### config.mk
export PLATFORM = sky130hd
export DESIGN_NAME = demux8_tdm_flat
export DESIGN_NICKNAME = d
export VERILOG_FILES = /design/src/rtl/demux8_tdm_if.sv /design/src/rtl/demux8_tdm.sv /design/src/flat_wrapper.sv
export SDC_FILE = /design/constraint.sdc
export NUM_CORES = 1
export LEC_CHECK = 0
export CORE_MARGIN = 3
export CORE_UTILIZATION = 46
export DETAILED_ROUTE_END_ITERATION = 12
export PLACE_DENSITY = 0.79
export SLEW_MARGIN = 10
export SYNTH_ARGS = -nofsm -noshare
export SYNTH_HDL_FRONTEND = slang
export SYNTH_SLANG_ARGS = --single-unit
### constraint.sdc
create_clock -name clk -period 2.8 [get_ports clk]
set_input_delay 0.56 -clock clk [delete_from_list [all_inputs] [get_ports clk]]
set_output_delay 0.56 -clock clk [all_outputs]
set_load 0.005 [all_outputs]
### src/rtl/demux8_tdm_if.sv
// Bus bundle for the 1:8 TDM demultiplexer: input stream, eight output slots, status.
// The in_parity/parity_err pair exists only when DEMUX8_PARITY_EN is defined.
interface demux8_tdm_if #(
    parameter int WIDTH = 8
);
    logic               mode;
    logic [WIDTH-1:0]   in_data;
    logic [2:0]         in_sel;
    logic               in_sof;
    logic               in_valid;
    logic               in_ready;
    logic [8*WIDTH-1:0] out_data;
    logic [7:0]         out_valid;
    logic [7:0]         out_ready;
    logic [2:0]         cur_ch;
    logic               frame_err;
`ifdef DEMUX8_PARITY_EN
    logic               in_parity;
    logic               parity_err;

    modport master (
        output mode, in_data, in_sel, in_sof, in_valid, out_ready, in_parity,
        input  in_ready, out_data, out_valid, cur_ch, frame_err, parity_err
    );
    modport slave (
        input  mode, in_data, in_sel, in_sof, in_valid, out_ready, in_parity,
        output in_ready, out_data, out_valid, cur_ch, frame_err, parity_err
    );
`else
    modport master (
        output mode, in_data, in_sel, in_sof, in_valid, out_ready,
        input  in_ready, out_data, out_valid, cur_ch, frame_err
    );
    modport slave (
        input  mode, in_data, in_sel, in_sof, in_valid, out_ready,
        output in_ready, out_data, out_valid, cur_ch, frame_err
    );
`endif
endinterface

### src/rtl/demux8_tdm.sv
// 1-to-8 time-division demultiplexer with one-deep registered slot per channel.
// Optional even-parity drop of bad beats is enabled with DEMUX8_PARITY_EN.
module demux8_slot #(
    parameter int WIDTH = 8
) (
    input  logic             clk,
    input  logic             rst_n,
    input  logic             wr_i,
    input  logic [WIDTH-1:0] data_i,
    input  logic             rdy_i,
    output logic             vld_o,
    output logic [WIDTH-1:0] data_o
);
    logic             vld_q, vld_d;
    logic [WIDTH-1:0] data_q, data_d;

    // A write wins over a drain so a full slot refills with no bubble.
    always_comb begin
        vld_d  = vld_q;
        data_d = data_q;
        if (wr_i) begin
            vld_d  = 1'b1;
            data_d = data_i;
        end else if (vld_q && rdy_i) begin
            vld_d  = 1'b0;
        end
    end

    always_ff @(posedge clk or negedge rst_n) begin
        if (!rst_n) begin
            vld_q  <= 1'b0;
            data_q <= '0;
        end else begin
            vld_q  <= vld_d;
            data_q <= data_d;
        end
    end

    assign vld_o  = vld_q;
    assign data_o = data_q;
endmodule

module demux8_tdm #(
    parameter int WIDTH = 8
) (
    input  logic         clk,
    input  logic         rst_n,
    demux8_tdm_if.slave  bus
);
    typedef struct packed {
        logic             wr;
        logic [2:0]       ch;
        logic [WIDTH-1:0] data;
    } wr_req_t;

    logic [7:0][WIDTH-1:0] slot_data;
    logic [7:0]            slot_vld;
    logic [2:0]            tgt;
    logic                  rdy;
    logic                  acc;
    logic                  par_ok;
    wr_req_t               req;

    logic [2:0] cur_ch_q, cur_ch_d;
    logic       frame_err_q, frame_err_d;

    // A start-of-frame beat always lands on ch0, whatever the counter says.
    always_comb begin
        tgt = bus.in_sel;
        if (bus.mode) tgt = bus.in_sof ? 3'd0 : cur_ch_q;
    end

    assign rdy          = ~slot_vld[tgt] | bus.out_ready[tgt];
    assign acc          = bus.in_valid & rdy;
    assign bus.in_ready = rdy;

`ifdef DEMUX8_PARITY_EN
    logic parity_err_q;
    assign par_ok = ~^{bus.in_parity, bus.in_data};
    always_ff @(posedge clk or negedge rst_n) begin
        if (!rst_n) parity_err_q <= 1'b0;
        else        parity_err_q <= acc & ~par_ok;
    end
    assign bus.parity_err = parity_err_q;
`else
    assign par_ok = 1'b1;
`endif

    assign req.wr   = acc & par_ok;
    assign req.ch   = tgt;
    assign req.data = bus.in_data;

    for (genvar k = 0; k < 8; k++) begin : g_slot
        demux8_slot #(.WIDTH(WIDTH)) u_slot (
            .clk    (clk),
            .rst_n  (rst_n),
            .wr_i   (req.wr && (req.ch == 3'(k))),
            .data_i (req.data),
            .rdy_i  (bus.out_ready[k]),
            .vld_o  (slot_vld[k]),
            .data_o (slot_data[k])
        );
    end

    // Counter advances on every accepted mode-1 beat, even a dropped one.
    always_comb begin
        cur_ch_d    = cur_ch_q;
        frame_err_d = 1'b0;
        if (bus.mode && acc) begin
            cur_ch_d    = tgt + 3'd1;
            frame_err_d = bus.in_sof && (cur_ch_q != 3'd0);
        end
    end

    always_ff @(posedge clk or negedge rst_n) begin
        if (!rst_n) begin
            cur_ch_q    <= 3'd0;
            frame_err_q <= 1'b0;
        end else begin
            cur_ch_q    <= cur_ch_d;
            frame_err_q <= frame_err_d;
        end
    end

    assign bus.out_data  = slot_data;
    assign bus.out_valid = slot_vld;
    assign bus.cur_ch    = cur_ch_q;
    assign bus.frame_err = frame_err_q;
endmodule

### src/flat_wrapper.sv
// flat-port wrapper written by rule: the top's interface ports become plain ports
module demux8_tdm_flat 
#(
    parameter int WIDTH = 8
)
  (clk, rst_n, bus_mode, bus_in_data, bus_in_sel, bus_in_sof, bus_in_valid, bus_out_ready, bus_in_ready, bus_out_data, bus_out_valid, bus_cur_ch, bus_frame_err);
  demux8_tdm_if #(.WIDTH(WIDTH)) bus_i ();
  input  logic clk;
  input  logic rst_n;
  input wire logic [$bits(bus_i.mode)-1:0] bus_mode;
  input wire logic [$bits(bus_i.in_data)-1:0] bus_in_data;
  input wire logic [$bits(bus_i.in_sel)-1:0] bus_in_sel;
  input wire logic [$bits(bus_i.in_sof)-1:0] bus_in_sof;
  input wire logic [$bits(bus_i.in_valid)-1:0] bus_in_valid;
  input wire logic [$bits(bus_i.out_ready)-1:0] bus_out_ready;
  output wire logic [$bits(bus_i.in_ready)-1:0] bus_in_ready;
  output wire logic [$bits(bus_i.out_data)-1:0] bus_out_data;
  output wire logic [$bits(bus_i.out_valid)-1:0] bus_out_valid;
  output wire logic [$bits(bus_i.cur_ch)-1:0] bus_cur_ch;
  output wire logic [$bits(bus_i.frame_err)-1:0] bus_frame_err;
  assign bus_i.mode = bus_mode;
  assign bus_i.in_data = bus_in_data;
  assign bus_i.in_sel = bus_in_sel;
  assign bus_i.in_sof = bus_in_sof;
  assign bus_i.in_valid = bus_in_valid;
  assign bus_i.out_ready = bus_out_ready;
  assign bus_in_ready = bus_i.in_ready;
  assign bus_out_data = bus_i.out_data;
  assign bus_out_valid = bus_i.out_valid;
  assign bus_cur_ch = bus_i.cur_ch;
  assign bus_frame_err = bus_i.frame_err;
  demux8_tdm #(.WIDTH(WIDTH)) u_core (.clk(clk), .rst_n(rst_n), .bus(bus_i));
endmodule
==> results.py, run 1 <==
metrics = {
    "floorplan": {
        "num_io_pins": 101,
        "dieArea_sq_um": 8260,
        "height_of_the_die_um": 90.9,
        "die_w_um": 90.9,
        "initial_utilization_pct": 48.0,
        "placement_row_count": 30,
        "floorplan.core_area_sq_um": 6910,
    },
    "global_route": {
        "first_global_vias": 2289,
        "antenna_found_initial": 0,
        "grt_start_max_net_pins": 77,
        "globalRoute.totalOverflow": 0,
        "grt_pass1_wl_mm": 12.5,
        "grtUsageTotal_pct": 19.5,
    },
    "routing": {
        "antenna_left": 0,
        "dr.pass1.iters": 4,
        "drt_first_iter_violations": 68,
        "drt-wirelength-per-cell_um": 17.5,
        "routed_wl_mm": 7.78,
        "detail_route.vias_per_cell": 4.97,
        "drc": 0,
        "route.vias.total": 2205,
    },
    "critical_path": {
        "critical_path.endpoint_type": "primary output",
        "ordered_cell_list_for_the_critical_path": "clkdlybuf4s50_1, nor2b_4, buf_4, nor4_4, o32ai_4, mux2_4, clkbuf_2",
        "ff2ff_setup_slack_ps": 470,
        "critPathTopFamily": "buffers and inverters",
        "critPathBufInv": 3,
        "worst_path_max_delay_cell": "sky130_fd_sc_hd__clkdlybuf4s50_1",
        "worstSetupPathType": "primary input to primary output",
        "timing.rr.end": "u_core.g_slot[7].u_slot.data_o[4]",
        "worst_ep_arrival_time_ps": 2100,
        "cp_data_required_time_ps": 2240,
        "worst_r2r_start": "u_core.bus.cur_ch[1]",
        "critPathLaunchType": "primary input",
        "reg2regPathDepth": 8,
        "cp_max_fo": 4,
        "cpPeakStageDelay_ps": 420,
    },
    "layout": {
        "diodes": 0,
        "finish.net_count": 373,
        "p_r_area_growth_vs_syn_pct": 47.7,
        "share_of_layout_cells_above_drive_strength_1_pct": 35.6,
    },
    "place": {
        "gp_routability_congestion": 0.846,
        "buffer_ports.inserted": 100,
        "detailed_place_hpwl_mm": 5.59,
        "dp_worst_setup_slack_ps": -425,
    },
    "min_path": {
        "min-delay-path-class": "primary input to async pin",
    },
    "clock_tree": {
        "cts.hold.buffers_added": 0,
        "cts_num_sinks": 76,
        "worst_skew_pair_latency_ps": 350,
        "cts.htree.levels": 3,
        "cts_max_path_buffers": 2,
        "clock_transition_at_the_register_clock_pins_on_the_worst_setup_and_hold_paths_after_cts_ps": 80,
        "cts_made_buffers": 9,
        "clockRootBuffer": "sky130_fd_sc_hd__clkbuf_8",
        "tritoncts_clock_tree": "yes",
    },
    "yosys": {
        "synth_top_area_cell": "sky130_fd_sc_hd__dfrtp_1",
        "synth_top_family_by_area": "multiplexers",
        "synth-async-reset-ratio_pct": 100,
        "synth_simple_gate_area_share_pct": 7.36,
        "synth_cell_types": 29,
        "netlist.area_leader.share_pct": 57.4,
        "synth-adder-area-share_pct": 2.27,
        "synth_compound_gate_area_share_pct": 3.93,
        "mux_contribution_to_synthesized_area_pct": 25.2,
        "synth.top_cells.by_count": "76 x sky130_fd_sc_hd__dfrtp_1, 45 x sky130_fd_sc_hd__mux2_2, 19 x sky130_fd_sc_hd__mux2_4, 9 x sky130_fd_sc_hd__inv_1, 8 x sky130_fd_sc_hd__buf_4",
        "synth.yosys.warnings": 0,
        "syn_area_per_cell_sq_um": 15.1,
        "synth_enable_flop_cells": 0,
        "synthesis.area_sq_um": 3310,
        "ys_ff_latch": 76,
        "top_area_cells_in_the_synthesized_netlist": "sky130_fd_sc_hd__dfrtp_1 57%, sky130_fd_sc_hd__mux2_2 15%, sky130_fd_sc_hd__mux2_4 8.6%",
        "netlist_instances": 219,
        "yosys_most_used_dff": "sky130_fd_sc_hd__dfrtp_1",
        "yosys.area_share.xor_xnor_pct": 0,
        "synth.net_count": 249,
        "post-synth-top-count-cell": "sky130_fd_sc_hd__dfrtp_1",
        "synth-seq-area-share_pct": 57.4,
    },
    "pwr": {
        "power.density_nw_per_um2": 962,
        "power.leakage_nw": 2.20,
        "vdd.ir_drop.worst_v": 0.000618,
    },
    "timing": {
        "rsz0062_at_grt": "false",
        "setup_violations": 0,
        "setup_slack_ps": 137,
        "worst_clock_skew_ps": 10.6,
        "worst-slew-pin-transition_ps": 928,
        "max_slew_margin_pct": 38.1,
        "timing.final.hold_violations": 0,
        "clock.fmax_mhz": 375,
        "final.setup.tns_ps": 0,
        "timing.final.crit_period_ps": 2660,
        "finalCritPeriodShare_pct": 95.1,
        "final.hold.worst_slack_ps": 339,
        "maxSlewViolCount": 0,
    },
    "flow_run": {
        "max_cap_violations": 0,
    },
    "status": {
        "result_of_the_run": "complete, no violations",
    },
}
-- flip-flops by register name, indices dropped and copies added, names as in the netlist --
register	flops
u_core.bus.frame_err	1
u_core.g_slot.u_slot.data_o	64
u_core.bus.cur_ch	3
u_core.g_slot.u_slot.vld_o	8
-- worst max path at each step --
stage	startpoint	endpoint	cells after the start
after floorplan	bus_in_sof	u_core.g_slot[3].u_slot.data_o[0]	7
after global placement	bus_in_sof	bus_in_ready	6
after detailed placement	bus_in_sof	bus_in_ready	6
after CTS	bus_in_sof	bus_in_ready	7
after global routing	bus_in_sel[1]	bus_in_ready	7
final	bus_in_sel[1]	bus_in_ready	7
-- layout make-up --
class,instances,area (sq um)
inverters,9,33.8
repair buffers,125,1250
clock buffers,10,138
fillers,502,2010
flip-flops and latches,76,1900
multi-input cells,122,1380
well taps,96,120
clock inverters,6,71.3
-- metal layers --
metal  wire length (um)  up-vias  track usage [%]
met3                449       16             6.92
li1                   -     1016                -
met5                  0        -                0
met4                191        0             7.04
met2               3830       74             31.4
met1               3310     1099             24.3
-- what timing repair did --
action                     CTS  global route
setup endpoints to repair    1             1
buffers inserted             1             3
pin swaps                    3             2
gates resized for setup     15             3
-- report_power, final --
part	switching [W]	internal, W	leakage [nW]
sequential	0.000283	0.00159	0.937
combinational	0.000591	0.00138	1.16
clock	0.000417	0.000442	0.0991
-- stage by stage --
step	cells	utilization, %	area, sq um	total power, W
3_3_place_gp	424	66.2	4570	0.00379
2_1_floorplan	219	-	3310	0.00255
5_1_grt	444	70.9	4890	0.00496
6_report	444	70.9	4890	0.00471
3_5_place_dp	424	66.2	4570	0.00386
4_1_cts	441	70.4	4860	0.00476
-- layout by cell type, fill, tap and decap left out, drive strengths merged --
cell type and instances:
o22ai 2, o32ai 4, o21ai 4, dfrtp 76
nand2 6, and3b 2, ha 6, nand2b 6
o211a 2, buf 26, clkinv 2, nor2 6
nand3b 2, and3 3, a21o 2, or2 1
o311a 1, inv 10, nor2b 2, a21oi 2
o21a 1, clkinvlp 2, clkdlybuf4s50 96, bufinv 1
mux2i 1, clkbuf 11, mux2 67, nor4 2
dlygate4sd2 2
-- cell families (layout without fill, tap and decap cells) --
logic type / Yosys count / in the layout
simple gates: 30 / 30
compound gates: 18 / 18
flops: 76 / 76
fa+ha+maj: 6 / 6
mux: 68 / 68
buf+inv: 21 / 150
(Power assumes the default switching activity.)
==> inputs of run 2 (changes only) <==
--- a/config.mk
+++ b/config.mk
@@ -5,6 +5,7 @@
 export SDC_FILE = /design/constraint.sdc
 export NUM_CORES = 1
 export LEC_CHECK = 0
+export CAP_MARGIN = 20
 export CORE_MARGIN = 3
 export CORE_UTILIZATION = 46
 export DETAILED_ROUTE_END_ITERATION = 12
==> results of run 2 <==
The final DEF is identical to that of run 1; final timing and power are the same.
==> inputs of run 3 (changes only) <==
==> constraint.sdc (replaced) <==
create_clock -name clk -period 2.6 [get_ports clk]
set_input_delay 0.26 -clock clk [delete_from_list [all_inputs] [get_ports clk]]
set_output_delay 0.26 -clock clk [all_outputs]
set_load 0.005 [all_outputs]
==> run 3 against run 2 <==
Net effect: the run now ends with setup timing left; cell area shrank 0.77%; critical path depth down 1; wire length up 4.5%; highest routed layer unchanged.
==> results.py, run 3 (synthesized netlist as in run 1, its figures left out) <==
metrics = {
    "layout": {
        "final-instance-count-excl-fill": 439,
        "mostFrequentLayoutCell": "sky130_fd_sc_hd__clkdlybuf4s50_1",
        "diodes": 0,
        "num-fill-cells": 485,
        "largest_reg_flops": 64,
        "p_r_area_growth_vs_syn_pct": 46.6,
        "finish.net_count": 368,
        "finalInstanceArea_sq_um": 4860,
        "share_of_layout_cells_above_drive_strength_1_pct": 34.1,
        "seqCellArea_sq_um": 1900,
        "multi_input_area_sq_um": 1390,
        "leading_cell_types_in_the_layout_fill_and_taps_excluded": "98 x sky130_fd_sc_hd__clkdlybuf4s50_1, 76 x sky130_fd_sc_hd__dfrtp_1, 45 x sky130_fd_sc_hd__mux2_2",
        "finalCoreUtilization_pct": 70.3,
    },
    "critical_path": {
        "worstSetupPathType": "primary input to primary output",
        "cp_max_fo": 4,
        "ordered_cell_list_for_the_critical_path": "clkdlybuf4s50_1, and3b_1, or2_4, o32ai_4, mux2_4, clkdlybuf4s50_1",
        "cpPeakStageDelay_ps": 530,
        "critical_path.endpoint_type": "primary output",
        "worst_path_max_delay_cell": "sky130_fd_sc_hd__clkdlybuf4s50_1",
        "worst_ep_arrival_time_ps": 2340,
        "crit_top_cell": "sky130_fd_sc_hd__clkdlybuf4s50_1",
        "critPathLaunchType": "primary input",
        "cp_data_required_time_ps": 2340,
    },
    "routing": {
        "routed_wl_mm": 8.14,
        "antenna_left": 0,
        "dr.pass1.iters": 4,
        "drc": 0,
        "detail_route.vias_per_cell": 5.11,
        "drt_first_iter_violations": 70,
        "drt-wirelength-per-cell_um": 18.5,
        "route.vias.total": 2244,
    },
    "status": {
        "result_of_the_run": "complete, but fails checks",
        "violations": "setup timing",
    },
    "clock_tree": {
        "clockRootBuffer": "sky130_fd_sc_hd__clkbuf_8",
        "worst_skew_pair_latency_ps": 360,
        "cts.hold.buffers_added": 0,
        "cts_max_path_buffers": 2,
        "cts_made_buffers": 9,
        "clock_transition_at_the_register_clock_pins_on_the_worst_setup_and_hold_paths_after_cts_ps": 90,
        "tritoncts_clock_tree": "yes",
        "cts.htree.levels": 3,
        "cts_num_sinks": 76,
    },
    "floorplan": {
        "height_of_the_die_um": 90.9,
        "num_io_pins": 101,
        "initial_utilization_pct": 48.0,
        "die_w_um": 90.9,
        "dieArea_sq_um": 8260,
        "placement_row_count": 30,
        "floorplan.core_area_sq_um": 6910,
    },
    "timing": {
        "worst-slew-pin-transition_ps": 948,
        "timing.final.crit_period_ps": 2600,
        "setup_slack_ps": -0.784,
        "clock.fmax_mhz": 384,
        "timing.final.hold_violations": 0,
        "maxSlewViolCount": 0,
        "worst_clock_skew_ps": 15.0,
        "finalCritPeriodShare_pct": 100,
        "setup_violations": 1,
        "max_slew_margin_pct": 36.8,
    },
    "global_route": {
        "grt_pass1_wl_mm": 12.9,
        "globalRoute.totalOverflow": 0,
        "antenna_found_initial": 0,
        "first_global_vias": 2335,
        "grtUsageTotal_pct": 20.3,
        "grt_start_max_net_pins": 77,
    },
    "place": {
        "detailed_place_hpwl_mm": 5.55,
        "place_area_sq_um": 4520,
        "dp_cells": 420,
        "gp_routability_congestion": 0.811,
        "buffer_ports.inserted": 100,
    },
    "flow_run": {
        "max_cap_violations": 0,
    },
    "pwr": {
        "power.density_nw_per_um2": 1050,
        "power.leakage_nw": 2.17,
        "p_total_w": 0.00510,
        "vdd.ir_drop.worst_v": 0.000597,
    },
    "min_path": {
        "min-delay-path-class": "primary input to async pin",
    },
}
## run 3: layer usage
layer	global-route usage, %	routed length, um
met1	26.0	3600
met3	5.50	388
met5	0	0
met4	9.17	178
met2	32.3	3970
## run 3: power breakdown
| part | internal (W) | switching [W] |
|---|---|---|
| combinational | 0.00149 | 0.000659 |
| clock | 0.000476 | 0.000455 |
| sequential | 0.00171 | 0.000308 |
| total | 0.00368 | 0.00142 |
## run 3: per-stage QoR
step / setup TNS (ps) / hold slack [ps] / worst slack (ps)
floorplan: 0 / -35.6 / 406
global placement: -598 / 455 / -31.2
detailed placement: -4190 / 466 / -126
CTS: 0 / 67.8 / 7.01
global route: -34.0 / 96.8 / -34.0
finish: -0.784 / 32.2 / -0.784
## run 3: cell type report
type / count / area share [%]
Clock buffer: 10 / 2.83
Clock inverter: 6 / 1.47
Inverter: 9 / 0.696
Multi-Input combinational cell: 122 / 28.6
Sequential cell: 76 / 39.2
Tap cell: 96 / 2.47
Timing Repair Buffer: 120 / 24.7
## run 3: what timing repair did
item / CTS / global route
pin swaps: 0 / 4
setup endpoints to repair: 1 / 1
gates resized for setup: 6 / 8
buffers inserted: 1 / 2
## run 3: worst max-delay path, delay by kind of cell
family	cells	cell delay, ps
buffers and inverters	2	1040
AND/OR/NAND/NOR	2	510
AO/OA/AOI/OAI	1	320
multiplexers	1	210
## run 3: worst paths after layout
kind	slack (ps)	end	startpoint	cells after the start
worst max-delay path	-0.8	bus_in_ready	bus_in_sof	6
worst min-delay path	30	u_core.g_slot[1].u_slot.data_o[5]	rst_n	1
worst max register to register	220	u_core.g_slot[7].u_slot.data_o[2]	u_core.bus.cur_ch[1]	8
worst min register to register	490	u_core.g_slot[6].u_slot.data_o[3]	u_core.g_slot[6].u_slot.data_o[3]	1
max in group asynchronous	1930	u_core.g_slot[4].u_slot.vld_o	rst_n	1
min in group clk	490	u_core.g_slot[6].u_slot.data_o[3]	u_core.g_slot[6].u_slot.data_o[3]	1
